File: src/rtl/fwd_hazard_if.sv
// Issue-stage bus between the decode/issue logic and the forwarding and
// hazard unit. The issue side drives instruction, register-file and
// per-stage result data. The unit returns the forwarded operands, the
// issue/stall decision and its performance counters.
interface fwd_hazard_if #(
    parameter int XLEN   = 32,
    parameter int AW     = 5,
    parameter int NRP    = 2,
    parameter int NSTAGE = 3
);
    logic                   flush;
    logic                   id_valid;
    logic [NRP*AW-1:0]      id_rs;
    logic [AW-1:0]          id_rd;
    logic                   id_we;
    logic                   id_is_load;
    logic [NRP*XLEN-1:0]    rf_data;
    logic [NSTAGE*XLEN-1:0] stage_result;
    logic [NRP*XLEN-1:0]    op_data;
    logic                   stall;
    logic                   issue;
    logic [15:0]            stall_cnt;
    logic [15:0]            fwd_cnt;

    // Issue side: presents instructions and data, consumes the decision.
    modport master (
        output flush, id_valid, id_rs, id_rd, id_we, id_is_load,
        output rf_data, stage_result,
        input  op_data, stall, issue, stall_cnt, fwd_cnt
    );

    // Forwarding/hazard unit side.
    modport slave (
        input  flush, id_valid, id_rs, id_rd, id_we, id_is_load,
        input  rf_data, stage_result,
        output op_data, stall, issue, stall_cnt, fwd_cnt
    );
endinterface

File: src/rtl/fwd_hazard_unit.sv
// Operand forwarding and load-use hazard detection.
// A tag pipeline mirrors the destination of every in-flight write
// (stage 0 = EX, youngest; stage NSTAGE-1 = WB, oldest). Each source port
// picks the youngest matching write. A load that has not yet reached
// LOAD_STAGE holds the presented instruction until its result exists.
// Operand selection and the issue/stall decision are combinational.
// The tag pipeline and the counters are registered.
module fwd_hazard_unit #(
    parameter int XLEN       = 32,
    parameter int AW         = 5,
    parameter int NRP        = 2,
    parameter int NSTAGE     = 3,
    parameter int LOAD_STAGE = 1
) (
    input  logic        clk,
    input  logic        rst_n,
    fwd_hazard_if.slave bus
);

    // Reject parameter sets that leave the tag pipeline meaningless.
    generate
        if (NSTAGE < 1) begin : g_bad_nstage
            $error("fwd_hazard_unit: NSTAGE must be at least 1");
        end
        if ((LOAD_STAGE < 0) || (LOAD_STAGE >= NSTAGE)) begin : g_bad_load_stage
            $error("fwd_hazard_unit: LOAD_STAGE must lie in 0..NSTAGE-1");
        end
        if (NRP < 1) begin : g_bad_nrp
            $error("fwd_hazard_unit: NRP must be at least 1");
        end
    endgenerate

    // Tag pipeline: one {valid, rd, is_load} entry per tracked stage.
    logic [NSTAGE-1:0]         tag_valid_r;
    logic [NSTAGE-1:0][AW-1:0] tag_rd_r;
    logic [NSTAGE-1:0]         tag_load_r;

    logic [15:0]               stall_cnt_r;
    logic [15:0]               fwd_cnt_r;

    // Entries are ignored while reset is held. This keeps operands on the
    // register file and keeps stall low before the first reset edge clears
    // the pipeline.
    logic [NSTAGE-1:0]         live_s;
    logic [NRP-1:0]            hit_s;
    logic [NRP-1:0]            ready_s;
    logic [NRP*XLEN-1:0]       op_data_s;
    logic                      stall_s;
    logic                      issue_s;
    logic                      fwd_any_s;

    assign live_s = tag_valid_r & {NSTAGE{rst_n}};

    // Per port: default to register file (zero for r0), youngest match wins.
    always_comb begin
        hit_s     = '0;
        ready_s   = '1;
        op_data_s = '0;
        for (int p = 0; p < NRP; p++) begin
            if (bus.id_rs[p*AW +: AW] == '0) begin
                op_data_s[p*XLEN +: XLEN] = '0;
            end else begin
                op_data_s[p*XLEN +: XLEN] = bus.rf_data[p*XLEN +: XLEN];
            end
            for (int k = 0; k < NSTAGE; k++) begin
                if (!hit_s[p] && live_s[k] &&
                    (bus.id_rs[p*AW +: AW] != '0) &&
                    (tag_rd_r[k] == bus.id_rs[p*AW +: AW])) begin
                    hit_s[p]                  = 1'b1;
                    ready_s[p]                = !(tag_load_r[k] && (k < LOAD_STAGE));
                    op_data_s[p*XLEN +: XLEN] = bus.stage_result[k*XLEN +: XLEN];
                end else begin
                    hit_s[p] = hit_s[p];
                end
            end
        end
    end

    // Flush and reset both suppress the decision outright.
    assign stall_s   = rst_n & bus.id_valid & ~bus.flush & ~(&ready_s);
    assign issue_s   = rst_n & bus.id_valid & ~bus.flush & ~stall_s;
    // Any issued port hit is a forward, because issue implies every winner is ready.
    assign fwd_any_s = |hit_s;

    // Advance the tag pipeline every cycle; flush kills in-flight writes.
    always_ff @(posedge clk) begin
        if (!rst_n) begin
            tag_valid_r <= '0;
            tag_rd_r    <= '0;
            tag_load_r  <= '0;
        end else begin
            for (int k = NSTAGE - 1; k > 0; k--) begin
                tag_valid_r[k] <= tag_valid_r[k-1] & ~bus.flush;
                tag_rd_r[k]    <= tag_rd_r[k-1];
                tag_load_r[k]  <= tag_load_r[k-1];
            end
            tag_valid_r[0] <= issue_s & bus.id_we & (bus.id_rd != '0);
            tag_rd_r[0]    <= bus.id_rd;
            tag_load_r[0]  <= bus.id_is_load;
        end
    end

    // Saturating stall and forward performance counters.
    always_ff @(posedge clk) begin
        if (!rst_n) begin
            stall_cnt_r <= 16'h0000;
            fwd_cnt_r   <= 16'h0000;
        end else begin
            if (stall_s && (stall_cnt_r != 16'hFFFF)) begin
                stall_cnt_r <= stall_cnt_r + 16'h0001;
            end else begin
                stall_cnt_r <= stall_cnt_r;
            end
            if (issue_s && fwd_any_s && (fwd_cnt_r != 16'hFFFF)) begin
                fwd_cnt_r <= fwd_cnt_r + 16'h0001;
            end else begin
                fwd_cnt_r <= fwd_cnt_r;
            end
        end
    end

    assign bus.op_data   = op_data_s;
    assign bus.stall     = stall_s;
    assign bus.issue     = issue_s;
    assign bus.stall_cnt = stall_cnt_r;
    assign bus.fwd_cnt   = fwd_cnt_r;

endmodule

File: src/flat_wrapper.sv
// flat-port wrapper written by rule: the top's interface ports become plain ports
module fwd_hazard_unit_flat 
#(
    parameter int XLEN       = 32,
    parameter int AW         = 5,
    parameter int NRP        = 2,
    parameter int NSTAGE     = 3,
    parameter int LOAD_STAGE = 1
)
  (clk, rst_n, bus_flush, bus_id_valid, bus_id_rs, bus_id_rd, bus_id_we, bus_id_is_load, bus_rf_data, bus_stage_result, bus_op_data, bus_stall, bus_issue, bus_stall_cnt, bus_fwd_cnt);
  fwd_hazard_if #(.XLEN(XLEN), .AW(AW), .NRP(NRP), .NSTAGE(NSTAGE)) bus_i ();
  input  logic clk;
  input  logic rst_n;
  input wire logic [$bits(bus_i.flush)-1:0] bus_flush;
  input wire logic [$bits(bus_i.id_valid)-1:0] bus_id_valid;
  input wire logic [$bits(bus_i.id_rs)-1:0] bus_id_rs;
  input wire logic [$bits(bus_i.id_rd)-1:0] bus_id_rd;
  input wire logic [$bits(bus_i.id_we)-1:0] bus_id_we;
  input wire logic [$bits(bus_i.id_is_load)-1:0] bus_id_is_load;
  input wire logic [$bits(bus_i.rf_data)-1:0] bus_rf_data;
  input wire logic [$bits(bus_i.stage_result)-1:0] bus_stage_result;
  output wire logic [$bits(bus_i.op_data)-1:0] bus_op_data;
  output wire logic [$bits(bus_i.stall)-1:0] bus_stall;
  output wire logic [$bits(bus_i.issue)-1:0] bus_issue;
  output wire logic [$bits(bus_i.stall_cnt)-1:0] bus_stall_cnt;
  output wire logic [$bits(bus_i.fwd_cnt)-1:0] bus_fwd_cnt;
  assign bus_i.flush = bus_flush;
  assign bus_i.id_valid = bus_id_valid;
  assign bus_i.id_rs = bus_id_rs;
  assign bus_i.id_rd = bus_id_rd;
  assign bus_i.id_we = bus_id_we;
  assign bus_i.id_is_load = bus_id_is_load;
  assign bus_i.rf_data = bus_rf_data;
  assign bus_i.stage_result = bus_stage_result;
  assign bus_op_data = bus_i.op_data;
  assign bus_stall = bus_i.stall;
  assign bus_issue = bus_i.issue;
  assign bus_stall_cnt = bus_i.stall_cnt;
  assign bus_fwd_cnt = bus_i.fwd_cnt;
  fwd_hazard_unit #(.XLEN(XLEN), .AW(AW), .NRP(NRP), .NSTAGE(NSTAGE), .LOAD_STAGE(LOAD_STAGE)) u_core (.clk(clk), .rst_n(rst_n), .bus(bus_i));
endmodule
File: config.mk
export PLATFORM = sky130hd
export DESIGN_NAME = fwd_hazard_unit_flat
export DESIGN_NICKNAME = d
export VERILOG_FILES = /design/src/rtl/fwd_hazard_if.sv /design/src/rtl/fwd_hazard_unit.sv /design/src/flat_wrapper.sv
export SDC_FILE = /design/constraint.sdc
export NUM_CORES = 1
export LEC_CHECK = 0
export ABC_AREA = 1
export BUFFER_PORTS_ARGS = -buffer_cell sky130_fd_sc_hd__buf_2
export CORE_ASPECT_RATIO = 1.4
export CORE_MARGIN = 10
export CORE_UTILIZATION = 50
export CTS_CLUSTER_DIAMETER = 100
export CTS_CLUSTER_SIZE = 16
export DETAILED_ROUTE_END_ITERATION = 12
export PLACE_DENSITY_LB_ADDON = 0.05
export SLEW_MARGIN = 20
export SYNTH_ARGS = -nofsm -noshare
export SYNTH_HDL_FRONTEND = slang
export SYNTH_SLANG_ARGS = --single-unit
File: constraint.sdc
create_clock -name clk -period 3.4 [get_ports clk]
set_input_delay 0.85 -clock clk [delete_from_list [all_inputs] [get_ports clk]]
set_output_delay 0.85 -clock clk [all_outputs]
set_load 0.02 [all_outputs]
Word-level counts from Yosys, hierarchy flattened. Index checks and enable logic that the tools add are counted. Widths: inputs -> output; s select.

Word-level logic and storage cells: 80. Register bits: 51. Output and inout port bits: 98. Input port bits: 181.

Reductions and logical operators: 31. Bitwise logic cells: 12. Eq/ne operators: 8. Multiplexer cells: 20. Add/subtract/negate cells: 2.

Operator list (number): $mux 32 (8); $add 16x1->16 const B (2); $ne 16x16->1 const B (2); $eq 5x5->1 (6); $logic_and 1x1->1 (19); $reduce_bool 5->1 (3); $mux 1 (12); $logic_not 5->1 (2); $and 1x1->1 (8); $logic_not 1->1 (5); $and 3x3->3 (1); $not 1->1 (3); $reduce_and 2->1 (1); $reduce_or 2->1 (1).

Logic depth before layout (Yosys ltp).
Depth in word-level cells: 21. Depth in mapped cells: 15. Depth with buffers taken out: 14.

Least setup slack after synthesis. Ideal clock, no wire load.

Path type: input-to-output. From: input rst_n. To: output bus_op_data[43]. Path slack: 0.448 ns. Cell stages on the path: 11. Buffers on the path: 2. Required time: 2.550 ns. Arrival time: 2.102 ns. Cells stage by stage: buf_4 > nand2_2 > a21oi_2 > nand2_1 > nor2_2 > nand2_2 > inv_2 > clkbuf_1 > nand2_1 > nand2_1 > o22a_1.

Longest elaborated chain between the ends: 14. Elaborated cells between the ends (all ways): 16. Those cells by class: 5 x mux; 1 x bitwise; 10 x reduce/logical.

Ends and longest elaborated chain: start, declared (RTL line flat_wrapper.sv:13) `input logic rst_n;`; $and 3x3->3 * (RTL line fwd_hazard_unit.sv:52) `assign live_s = tag_valid_r & {NSTAGE{rst_n}};`; $logic_and 1x1->1 (RTL line fwd_hazard_unit.sv:66) `if (!hit_s[p] && live_s[k] &&`; $logic_and 1x1->1 (RTL line fwd_hazard_unit.sv:67) `(bus.id_rs[p*AW +: AW] != '0) &&`; $mux 1 (RTL line fwd_hazard_unit.sv:66); $logic_not 1->1 (RTL line fwd_hazard_unit.sv:66); $logic_and 1x1->1 (2 in a row) (RTL line fwd_hazard_unit.sv:66); $logic_and 1x1->1 (RTL line fwd_hazard_unit.sv:67); $mux 1 (RTL line fwd_hazard_unit.sv:66); $logic_not 1->1 (RTL line fwd_hazard_unit.sv:66); $logic_and 1x1->1 (2 in a row) (RTL line fwd_hazard_unit.sv:66); $logic_and 1x1->1 (RTL line fwd_hazard_unit.sv:67); $mux 32 * (RTL line fwd_hazard_unit.sv:66); end, declared (RTL line flat_wrapper.sv:22) `output wire logic [$bits(bus_i.op_data)-1:0] bus_op_data;`.

Mark *: on every way between the ends. The rest lies on a longest branch, timed or not.

Worst setup path after layout.
From: input bus_id_rs[1]. To: output bus_op_data[1].

Longest elaborated chain between the ends: 14. Elaborated cells between the ends (all ways): 21. Those cells by class: 3 x eq/ne; 6 x mux; 12 x reduce/logical.

Ends and longest elaborated chain: start, declared (RTL line flat_wrapper.sv:16) `input wire logic [$bits(bus_i.id_rs)-1:0] bus_id_rs;`; $reduce_bool 5->1 (RTL line fwd_hazard_unit.sv:67); $logic_and 1x1->1 (RTL line fwd_hazard_unit.sv:66); $logic_and 1x1->1 (RTL line fwd_hazard_unit.sv:67); $mux 1 (RTL line fwd_hazard_unit.sv:66); $logic_not 1->1 (RTL line fwd_hazard_unit.sv:66); $logic_and 1x1->1 (2 in a row) (RTL line fwd_hazard_unit.sv:66); $logic_and 1x1->1 (RTL line fwd_hazard_unit.sv:67); $mux 1 (RTL line fwd_hazard_unit.sv:66); $logic_not 1->1 (RTL line fwd_hazard_unit.sv:66); $logic_and 1x1->1 (2 in a row) (RTL line fwd_hazard_unit.sv:66); $logic_and 1x1->1 (RTL line fwd_hazard_unit.sv:67); $mux 32 * (RTL line fwd_hazard_unit.sv:66).

Marks and branches as above.

==> impl_metrics.py <==
metrics = {
    "run_status": {
        "status": "completed",
    },
    "grt": {
        "grt_first_pass_wirelength_mm": 34.1,
        "grt_antenna_before_repair": 4,
        "grt_usage_pct": 27.9,
        "grt_max_degree": 37,
        "gr-total-overflow": 0,
        "grt_pass1_vias": 6369,
    },
    "timing": {
        "final.setup.tns_ps": 0,
        "finalCritPeriodShare_pct": 96.6,
        "finalClockSkew_ps": 6.43,
        "setup_violations": 0,
        "fmax_mhz": 304,
        "relSlewSlack_pct": 53.5,
        "hold_violations": 0,
        "layout_setup_ws_ps": 115,
        "final_max_slew_viol_count": 0,
        "whs_ps": 465,
        "rsz0062_at_grt": "no",
        "period_needed_ps": 3280,
        "worst_slew_pin_slew_ps": 697,
    },
    "worst_setup_path": {
        "required_ps": 2550,
        "max_stage_delay_ps": 280,
        "crit_end": "bus_op_data[1]",
        "worst_ep_arrival_time_ps": 2430,
        "startpoint": "bus_id_rs[1]",
        "cpLargestDelayFamily": "simple AND/OR/NAND/NOR gates",
        "r2r_cells": 13,
        "cp_max_fo": 22,
        "r2r-start": "u_core.bus.stall_cnt[0]",
        "start_kind": "input pin",
        "crit_buf_inv": 4,
        "path_class": "input pin to primary output",
        "cpMaxStageDelayCell": "buf_4",
        "reg2reg_slack_ps": 1170,
        "crit_chain": "buf_2, nor2_1, nand2_1, nor2_2, nor2_1, nand2_1, nand2_2, inv_2, buf_4, nand3_1, nand4_1, o21a_1, buf_2",
        "r2r_end": "u_core.bus.stall_cnt[6]",
        "critPathCaptureType": "primary output",
        "path_depth": 13,
    },
    "synth": {
        "synth.distinct_cells": 33,
        "async_flop_share_pct": 0,
        "synth.ff_latch_count": 51,
        "syn_inst": 909,
        "syn_area_mm2": 0.00511,
        "synth-seq-area-share_pct": 20.0,
        "yosysWarnings": 0,
        "syn_avg_cell_area_um2": 5.62,
        "synth_enable_flop_cells": 0,
        "syn_nets": 1092,
        "synthFlopType": "dfxtp_1",
    },
    "floorplan": {
        "start_util_pct": 51.3,
        "num_rows": 43,
        "die_height_um": 140,
        "core_mm2": 0.00995,
        "die_area_mm2": 0.0147,
        "ios": 279,
        "die_x_um": 105,
    },
    "final_layout": {
        "multi_input_area_mm2": 0.00351,
        "regArea_mm2": 0.00102,
        "syn2layout_area_growth_pct": 34.6,
        "final_common_cell": "nand2_1",
        "postLayoutCoreUtil_pct": 69.0,
        "final_cell_mix": "nand2_1, buf_2, nand3_1",
        "drive_gt1_share_pct": 29.9,
        "nets": 1348,
        "fill_cells": 992,
    },
    "cts": {
        "cts_tree": "yes",
        "ctsRootBufferMaster": "clkbuf_16",
        "clock-sinks": 51,
        "clock_path_buffers": 2,
        "postCtsSetupBuffers": 0,
        "htree_levels": 2,
        "cts_buffers": 5,
        "path_clk_slew_ps": 60,
        "clkLatencyLatePin_ps": 290,
    },
    "drt": {
        "drt-initial-drc-count": 444,
        "routed_wirelength_mm": 21.6,
        "postRouteAntennaNets": 0,
        "wire_per_inst_um": 16.5,
        "route.detailed.drc": 0,
        "via_count": 6935,
        "vias_per_cell": 5.32,
        "dr.pass1.iters": 5,
    },
    "power_and_ir_drop": {
        "leakagePower_nw": 3.70,
        "peakVddDrop_mv": 0.417,
        "p_per_area_mw_per_mm2": 230,
    },
    "placed_design": {
        "pre_cts_slack_ps": 129,
        "dpl.hpwl_mm": 17.4,
        "gp_congestion": 0.973,
        "portBuffers": 278,
    },
    "min_path": {
        "hp-class": "register to register",
    },
    "job": {
        "maxCapViolations": 0,
    },
}
-- state kept, by name (all words and copies together) (netlist names) --
signal and count:
u_core.tag_valid_r 3, u_core.bus.stall_cnt 16, u_core.bus.fwd_cnt 16, u_core.tag_load_r 1
u_core.tag_rd_r 15
-- cells in the mapped netlist, types with 2 or more instances --
cell type,count,area [µm²]
nand2_1,360,1350
nand3_1,76,380
inv_1,74,278
nor2_1,64,240
dfxtp_1,51,1020
nand4_1,48,300
o21a_1,32,240
o22a_1,32,280
o21ai_0,26,130
buf_2,22,110
a21oi_1,18,90.1
clkbuf_1,16,60.1
inv_2,15,56.3
nor2_2,10,62.6
o21ai_1,10,50.1
xor2_1,9,78.8
nand2_2,8,50.1
xnor2_1,8,70.1
buf_4,5,37.5
nor3_1,5,25.0
nand3_2,3,30.0
buf_1,2,7.51
buf_6,2,22.5
clkbuf_2,2,10.0
ha_1,2,25.0
nand2_4,2,22.5
-- area by class of cell --
class	instances	share of cell area [%]
Antenna cell	4	0.146
Clock buffer	5	1.82
Clock inverter	2	0.546
Inverter	89	4.86
Multi-Input combinational cell	720	51.1
Sequential cell	51	14.9
Tap cell	135	2.46
Timing Repair Buffer	298	24.3
-- worst reg2reg max path, stage by stage (launching register included) --
cell,delay (ps)
dfxtp_1,340
ha_1,230
nand2_1,70
inv_1,50
nand3_1,100
inv_2,60
nand2_1,110
nor2_1,50
nand2_1,340
nand3_2,370
nor2_1,240
nand2_1,70
nand2_1,60
nor2_1,40
-- routing by layer --
layer	vias to the layer above	GRT usage, %	wire length [µm]
li1	3467	-	-
met1	3091	31.8	8040
met2	321	48.8	10900
met3	56	6.24	1930
met4	0	10.9	735
met5	-	0	0
-- cells by family after synthesis --
family | after synthesis | share of synthesized area, %
and+or+nand+nor | 581 | 49.4
AOI/OAI and AO/OA | 120 | 15.8
adders and majority gates | 2 | 0.490
buffers and inverters | 138 | 11.4
xor gates and xnor gates | 17 | 2.92
DFF | 51 | 20.0
-- what timing repair did --
action                     4_1_cts  5_1_grt
hold endpoints to repair         0        0
setup endpoints to repair        0        1
hold buffers                     0        0
resized for setup                0        1
-- stage by stage --
step / area (µm²) / total power, W / cells
floorplan: 5110 / 0.000828 / 909
global placement: 6690 / 0.00103 / 1293
detailed placement: 6690 / 0.00103 / 1293
CTS: 6860 / 0.00160 / 1300
global route: 6870 / 0.00166 / 1303
finish: 6870 / 0.00158 / 1304
-- worst min-delay path by stage --
| stage | startpoint | cells after the start | end | slack (ps) |
|---|---|---|---|---|
| floorplan | u_core.tag_valid_r[1] | 2 | u_core.tag_valid_r[2] | 440 |
| global placement | u_core.tag_valid_r[0] | 2 | u_core.tag_valid_r[1] | 460 |
| detailed placement | u_core.tag_valid_r[0] | 2 | u_core.tag_valid_r[1] | 460 |
| CTS | u_core.tag_valid_r[0] | 2 | u_core.tag_valid_r[1] | 470 |
| global route | u_core.tag_valid_r[1] | 2 | u_core.tag_valid_r[2] | 480 |
| finish | u_core.tag_valid_r[0] | 2 | u_core.tag_valid_r[1] | 470 |
-- power breakdown --
part | leakage, nW | internal (W) | switching (W) | total, W
sequential | 0.414 | 0.000606 | 0.00000883 | 0.000614
clock | 0.0759 | 0.000343 | 0.000219 | 0.000562
combinational | 3.21 | 0.000177 | 0.000231 | 0.000408
total | 3.70 | 0.00113 | 0.000458 | 0.00158
Note: power is estimated with default switching activity, not from simulation.
